File: config.mk
export PLATFORM = sky130hd
export DESIGN_NAME = wb_arbiter_flat
export DESIGN_NICKNAME = d
export VERILOG_FILES = /design/src/rtl/wb_arbiter_if.sv /design/src/rtl/wb_arbiter.sv /design/src/flat_wrapper.sv
export SDC_FILE = /design/constraint.sdc
export NUM_CORES = 1
export LEC_CHECK = 0
export CELL_PAD_IN_SITES_DETAIL_PLACEMENT = 0
export CELL_PAD_IN_SITES_GLOBAL_PLACEMENT = 1
export CORE_ASPECT_RATIO = 2
export CORE_MARGIN = 4
export CORE_UTILIZATION = 48
export DETAILED_ROUTE_END_ITERATION = 8
export PLACE_DENSITY_LB_ADDON = 0.15
export SLEW_MARGIN = 20
export SYNTH_ARGS = -nofsm -noshare
export SYNTH_HDL_FRONTEND = slang
export SYNTH_SLANG_ARGS = --single-unit
File: constraint.sdc
create_clock -name clk -period 5.7 [get_ports clk]
set_clock_uncertainty 0.1 [all_clocks]
set_input_delay 1.14 -clock clk [delete_from_list [all_inputs] [get_ports clk]]
set_output_delay 1.14 -clock clk [all_outputs]
set_load 0.005 [all_outputs]
File: src/rtl/wb_arbiter_if.sv
// Writeback bus bundle: ALU result, load response, register-file write port and queue occupancy.
// The arbiter takes the slave side; the producer/observer takes the master side.
`ifndef XLEN
`define XLEN 32
`endif
`ifndef GPRS_COUNT
`define GPRS_COUNT 32
`endif

interface wb_arbiter_if #(
    parameter int N        = `XLEN,
    parameter int GPRS     = `GPRS_COUNT,
    parameter int LQ_DEPTH = 4
);
    localparam int AW = $clog2(GPRS);
    localparam int CW = $clog2(LQ_DEPTH + 1);

    logic          alu_valid;
    logic [AW-1:0] alu_rd;
    logic [N-1:0]  alu_data;
    logic          ld_valid;
    logic          ld_ready;
    logic [AW-1:0] ld_rd;
    logic [2:0]    ld_funct3;
    logic [1:0]    ld_byte_off;
    logic [N-1:0]  ld_data;
    logic          we3;
    logic [AW-1:0] addr3;
    logic [N-1:0]  wd3;
    logic [CW-1:0] lq_count;

    modport master (
        output alu_valid, alu_rd, alu_data,
        output ld_valid, ld_rd, ld_funct3, ld_byte_off, ld_data,
        input  ld_ready, we3, addr3, wd3, lq_count
    );

    modport slave (
        input  alu_valid, alu_rd, alu_data,
        input  ld_valid, ld_rd, ld_funct3, ld_byte_off, ld_data,
        output ld_ready, we3, addr3, wd3, lq_count
    );
endinterface

File: src/rtl/wb_arbiter.sv
// Writeback arbiter: ALU results win every cycle; extended load responses queue and drain in idle slots.
// Optional macro WB_PERF_CNT_EN adds retired-write and load-stall counters.
`ifndef XLEN
`define XLEN 32
`endif
`ifndef GPRS_COUNT
`define GPRS_COUNT 32
`endif

module wb_arbiter #(
    parameter int N        = `XLEN,
    parameter int GPRS     = `GPRS_COUNT,
    parameter int LQ_DEPTH = 4
) (
    input  logic          clk,
    input  logic          rst_n,
    wb_arbiter_if.slave   bus
`ifdef WB_PERF_CNT_EN
    ,
    output logic [31:0]   wb_retired_cnt,
    output logic [31:0]   wb_ld_stall_cnt
`endif
);
    localparam int AW = $clog2(GPRS);
    localparam int CW = $clog2(LQ_DEPTH + 1);
    localparam int PW = $clog2(LQ_DEPTH);

    logic [N-1:0]  lq_data_q [LQ_DEPTH];
    logic [AW-1:0] lq_rd_q   [LQ_DEPTH];

    logic [PW-1:0] wr_ptr_q, wr_ptr_d;
    logic [PW-1:0] rd_ptr_q, rd_ptr_d;
    logic [CW-1:0] count_q, count_d;
    logic          we3_q, we3_d;
    logic [AW-1:0] addr3_q, addr3_d;
    logic [N-1:0]  wd3_q, wd3_d;

    logic          ready;
    logic          store;
    logic          pop;
    logic [7:0]    ld_byte;
    logic [15:0]   ld_half;
    logic [N-1:0]  ext_data;

    assign ld_byte = bus.ld_data[{bus.ld_byte_off, 3'b000} +: 8];
    assign ld_half = bus.ld_data[{bus.ld_byte_off[1], 4'b0000} +: 16];

    always_comb begin
        ext_data = bus.ld_data;
        case (bus.ld_funct3)
            3'b000:  ext_data = {{(N-8){ld_byte[7]}}, ld_byte};
            3'b100:  ext_data = {{(N-8){1'b0}}, ld_byte};
            3'b001:  ext_data = {{(N-16){ld_half[15]}}, ld_half};
            3'b101:  ext_data = {{(N-16){1'b0}}, ld_half};
            default: ext_data = bus.ld_data;
        endcase
    end

    // A full queue refuses loads even when it pops this cycle.
    always_comb begin
        ready = (count_q != CW'(LQ_DEPTH));
        store = bus.ld_valid && ready && (bus.ld_rd != '0);
        pop   = !bus.alu_valid && (count_q != '0);

        we3_d   = 1'b0;
        addr3_d = addr3_q;
        wd3_d   = wd3_q;
        if (bus.alu_valid) begin
            if (bus.alu_rd != '0) begin
                we3_d   = 1'b1;
                addr3_d = bus.alu_rd;
                wd3_d   = bus.alu_data;
            end
        end else if (pop) begin
            we3_d   = 1'b1;
            addr3_d = lq_rd_q[rd_ptr_q];
            wd3_d   = lq_data_q[rd_ptr_q];
        end

        count_d = count_q;
        if (store && !pop)
            count_d = count_q + CW'(1);
        else if (pop && !store)
            count_d = count_q - CW'(1);

        wr_ptr_d = store ? wr_ptr_q + PW'(1) : wr_ptr_q;
        rd_ptr_d = pop   ? rd_ptr_q + PW'(1) : rd_ptr_q;
    end

    always_ff @(posedge clk or negedge rst_n) begin
        if (!rst_n) begin
            we3_q    <= 1'b0;
            addr3_q  <= '0;
            wd3_q    <= '0;
            count_q  <= '0;
            wr_ptr_q <= '0;
            rd_ptr_q <= '0;
        end else begin
            we3_q    <= we3_d;
            addr3_q  <= addr3_d;
            wd3_q    <= wd3_d;
            count_q  <= count_d;
            wr_ptr_q <= wr_ptr_d;
            rd_ptr_q <= rd_ptr_d;
        end
    end

    // Entry storage needs no reset: only slots between the pointers are ever read.
    always_ff @(posedge clk) begin
        if (store) begin
            lq_data_q[wr_ptr_q] <= ext_data;
            lq_rd_q[wr_ptr_q]   <= bus.ld_rd;
        end
    end

    assign bus.ld_ready = ready;
    assign bus.we3      = we3_q;
    assign bus.addr3    = addr3_q;
    assign bus.wd3      = wd3_q;
    assign bus.lq_count = count_q;

`ifdef WB_PERF_CNT_EN
    logic [31:0] retired_q, stall_q;

    always_ff @(posedge clk or negedge rst_n) begin
        if (!rst_n) begin
            retired_q <= '0;
            stall_q   <= '0;
        end else begin
            if (we3_q)
                retired_q <= retired_q + 32'd1;
            if (bus.ld_valid && !ready)
                stall_q <= stall_q + 32'd1;
        end
    end

    assign wb_retired_cnt  = retired_q;
    assign wb_ld_stall_cnt = stall_q;
`endif
endmodule

File: src/flat_wrapper.sv
// flat-port wrapper written by rule: the top's interface ports become plain ports
module wb_arbiter_flat 
#(
    parameter int N        = `XLEN,
    parameter int GPRS     = `GPRS_COUNT,
    parameter int LQ_DEPTH = 4
)
  (clk, rst_n, bus_alu_valid, bus_alu_rd, bus_alu_data, bus_ld_valid, bus_ld_rd, bus_ld_funct3, bus_ld_byte_off, bus_ld_data, bus_ld_ready, bus_we3, bus_addr3, bus_wd3, bus_lq_count);
  wb_arbiter_if #(.N(N), .GPRS(GPRS), .LQ_DEPTH(LQ_DEPTH)) bus_i ();
  input  logic clk;
  input  logic rst_n;
  input wire logic [$bits(bus_i.alu_valid)-1:0] bus_alu_valid;
  input wire logic [$bits(bus_i.alu_rd)-1:0] bus_alu_rd;
  input wire logic [$bits(bus_i.alu_data)-1:0] bus_alu_data;
  input wire logic [$bits(bus_i.ld_valid)-1:0] bus_ld_valid;
  input wire logic [$bits(bus_i.ld_rd)-1:0] bus_ld_rd;
  input wire logic [$bits(bus_i.ld_funct3)-1:0] bus_ld_funct3;
  input wire logic [$bits(bus_i.ld_byte_off)-1:0] bus_ld_byte_off;
  input wire logic [$bits(bus_i.ld_data)-1:0] bus_ld_data;
  output wire logic [$bits(bus_i.ld_ready)-1:0] bus_ld_ready;
  output wire logic [$bits(bus_i.we3)-1:0] bus_we3;
  output wire logic [$bits(bus_i.addr3)-1:0] bus_addr3;
  output wire logic [$bits(bus_i.wd3)-1:0] bus_wd3;
  output wire logic [$bits(bus_i.lq_count)-1:0] bus_lq_count;
  assign bus_i.alu_valid = bus_alu_valid;
  assign bus_i.alu_rd = bus_alu_rd;
  assign bus_i.alu_data = bus_alu_data;
  assign bus_i.ld_valid = bus_ld_valid;
  assign bus_i.ld_rd = bus_ld_rd;
  assign bus_i.ld_funct3 = bus_ld_funct3;
  assign bus_i.ld_byte_off = bus_ld_byte_off;
  assign bus_i.ld_data = bus_ld_data;
  assign bus_ld_ready = bus_i.ld_ready;
  assign bus_we3 = bus_i.we3;
  assign bus_addr3 = bus_i.addr3;
  assign bus_wd3 = bus_i.wd3;
  assign bus_lq_count = bus_i.lq_count;
  wb_arbiter #(.N(N), .GPRS(GPRS), .LQ_DEPTH(LQ_DEPTH)) u_core (.clk(clk), .rst_n(rst_n), .bus(bus_i));
endmodule
==> impl_metrics.tcl <==
set metrics [dict create \
    setup_viol 0 \
    drc 0 \
    cts_tree "yes" \
    rsz0062_at_grt "false" \
    p_int_mw 3.20 \
    cts_buffer_depth 2 \
    min_path_type "flop to flop" \
    via_per_inst 5.73 \
    synthArstFlopShare_pct 23.3 \
    syn_nets 640 \
    synthTopCellsByArea "edfxtp_1, dfrtp_1, mux4_2" \
    grt_first_pass_wirelength_um 28900 \
    avgRoutedWirePerCell_um 20.8 \
    ys_warn_count 0 \
    yosys.area.top_type "edfxtp_1" \
    post-dp-hpwl_um 12600 \
    synth_top_family_by_area "multiplexers" \
    critPathKind "input pin to flop" \
    synth_edf_count 148 \
    first_pass_iters 4 \
    post_cts.repair.setup_buffers 0 \
    pwr-share-clk_pct 26.6 \
    synth.avg_cell_area_um2 15.0 \
    numPortBuffers 124 \
    pwr-share-seq_pct 45.1 \
    die-height_um 194 \
    synth_most_common_cell "edfxtp_1" \
    cts-root-buf "clkbuf_16" \
    post_cts_resized 0 \
    synthToLayoutAreaGrowth_pct 24.7 \
    netlist_area_um2 8270 \
    core_area_um2 16800 \
    die_w_um 101 \
    clk_latency_ns 0.42 \
    tightest_slew_ns 0.762 \
    hold_violations 0 \
    relSlewSlack_pct 49.2 \
    track_usage_pct 19.4 \
    grt_antenna_before_repair 0 \
    yosys.cell_types.count 40 \
    clkSinkCount 193 \
    synth_compound_area_share_pct 10.3 \
    initial_core_util_pct 49.1 \
    vias 5104 \
    gr-total-overflow 0 \
    synth_ff_type "edfxtp_1" \
    min_period_ns 3.41 \
    grt_pass1_vias 5510 \
    crit_fanout 16 \
    diodes 0 \
    max_freq_mhz 293 \
    nNetsFinal 760 \
    drv_slew 0 \
    worstPathArrival_ns 3.42 \
    routed_wirelength_um 18500 \
    ir_drop_mv 0.261 \
    ys_seq_area_share_pct 67.3 \
    critPathCaptureType "flop" \
    cap_violations 0 \
    yosys.area_share.simple_pct 5.90 \
    worstSetupStartpointType "input pin" \
    postLayoutCellArea_um2 10300 \
    finalSetupTns_ns 0 \
    ios 125 \
    postSynthCellCount 551 \
    htree_levels 4 \
    finalCritPeriodShare_pct 59.8 \
    required_ns 5.71 \
    synth_mux_area_share_pct 12.1 \
    powerDensity_nw_per_um2 433 \
    synth_xor_area_share_pct 0.635 \
    outcome "completed" \
    p_comb_share_pct 28.3 \
    synth_top_area_share_pct 53.7 \
    switching_share_pct 28.4 \
    clk_pin_slew_worst_paths_ns 0.07 \
    holdBufCountCts 0 \
    grt_max_degree 46 \
    rows 67 \
    power_leakage_nw 3.68 \
    synth-seq-cells 193 \
    antenna_left 0 \
    power_switching_mw 1.27 \
    synthTopCellsByCount "edfxtp_1, nand2_1, a21oi_1" \
    drive_gt1_share_pct 14.9 \
    cts_buffers 17 \
    drtIter0Drc 260 \
    dieArea_um2 19500 \
    place_area_um2 9680 \
    gp_congestion 0.845 \
    synthAdderAreaFrac_pct 0.998 \
    whs_ns 0.456 \
]
-- cell usage in the layout, fill, tap and decap left out, types with 7 or more instances in the layout --
| cell type | Yosys | final |
|---|---|---|
| o22ai_2 | 11 | 11 |
| dfrtp_1 | 45 | 44 |
| clkbuf_16 | 0 | 20 |
| nand2_1 | 84 | 84 |
| mux4_2 | 38 | 38 |
| inv_1 | 7 | 7 |
| mux2i_1 | 10 | 10 |
| o22ai_1 | 30 | 30 |
| a21oi_1 | 76 | 76 |
| buf_4 | 3 | 12 |
| clkdlybuf4s50_1 | 0 | 123 |
| edfxtp_1 | 148 | 148 |
-- kinds of logic (layout without fill, tap and decap cells) --
| logic type | count (synthesis) | count (layout) |
|---|---|---|
| and+or+nand+nor | 114 | 114 |
| buffers and inverters | 43 | 176 |
| AOI/OAI and AO/OA | 137 | 137 |
| muxes | 52 | 52 |
| xor gates and xnor gates | 6 | 6 |
| DFF | 193 | 193 |
| adders and majority gates | 6 | 6 |
-- sequential cells by signal (all words and copies together) (netlist names) --
signal / count
u_core.lq_data_q: 128
u_core.bus.lq_count: 3
u_core.rd_ptr_q: 2
u_core.wr_ptr_q: 2
u_core.bus.addr3: 5
u_core.lq_rd_q: 20
u_core.bus.wd3: 32
u_core.bus.we3: 1
-- path summary, 6_finish.rpt --
path,end,startpoint,depth (start not counted),slack [ns]
max,u_core.lq_data_q[0][20],bus_ld_byte_off[1],5,2.29
min,u_core.bus.lq_count[2],u_core.bus.lq_count[2],1,0.46
max reg2reg,u_core.bus.lq_count[2],u_core.bus.lq_count[0],10,3.24
min reg2reg,u_core.bus.lq_count[2],u_core.bus.lq_count[2],1,0.46
max in group asynchronous,u_core.rd_ptr_q[0],rst_n,2,4.31
min in group asynchronous,u_core.bus.addr3[0],rst_n,2,0.72
-- routing by layer --
metal / wire length [um] / track usage, %
met1: 7070 / 22.5
met2: 10300 / 35.4
met3: 791 / 3.02
met4: 374 / 7.10
met5: 0 / 0
-- metrics by stage --
step / utilization (%) / power (mW) / setup WS [ns] / std cells
2_1_floorplan: - / 2.81 / 2.63 / 551
3_3_place_gp: 57.5 / 3.30 / 1.90 / 858
3_5_place_dp: 57.5 / 3.34 / 1.88 / 858
4_1_cts: 61.0 / 4.53 / 2.28 / 890
5_1_grt: 61.2 / 4.70 / 2.17 / 891
6_report: 61.2 / 4.46 / 2.29 / 891
-- cell type report --
type                            instances  area, um^2
Clock buffer                           24         515
Clock inverter                          8        88.8
Fill cell                            1316        6530
Inverter                                7        26.3
Multi-Input combinational cell        315        2500
Sequential cell                       193        5570
Tap cell                              207         259
Timing Repair Buffer                  137        1350
-- power groups by stage --
stage               sequential [mW]  combinational, mW  clock, mW
global route                   2.05               1.38       1.27
floorplan                      2.01              0.802          0
CTS                            2.02               1.30       1.21
finish                         2.01               1.26       1.19
detailed placement             2.05               1.30          0
global placement               2.02               1.28          0
-- critical path, stage by stage --
cell	delay [ns]
clkdlybuf4s50_1	0.84
mux4_2	0.57
nand2_1	0.10
a21o_1	0.52
nand2_1	0.24
No activity file was read; power rests on OpenSTA's default activity.
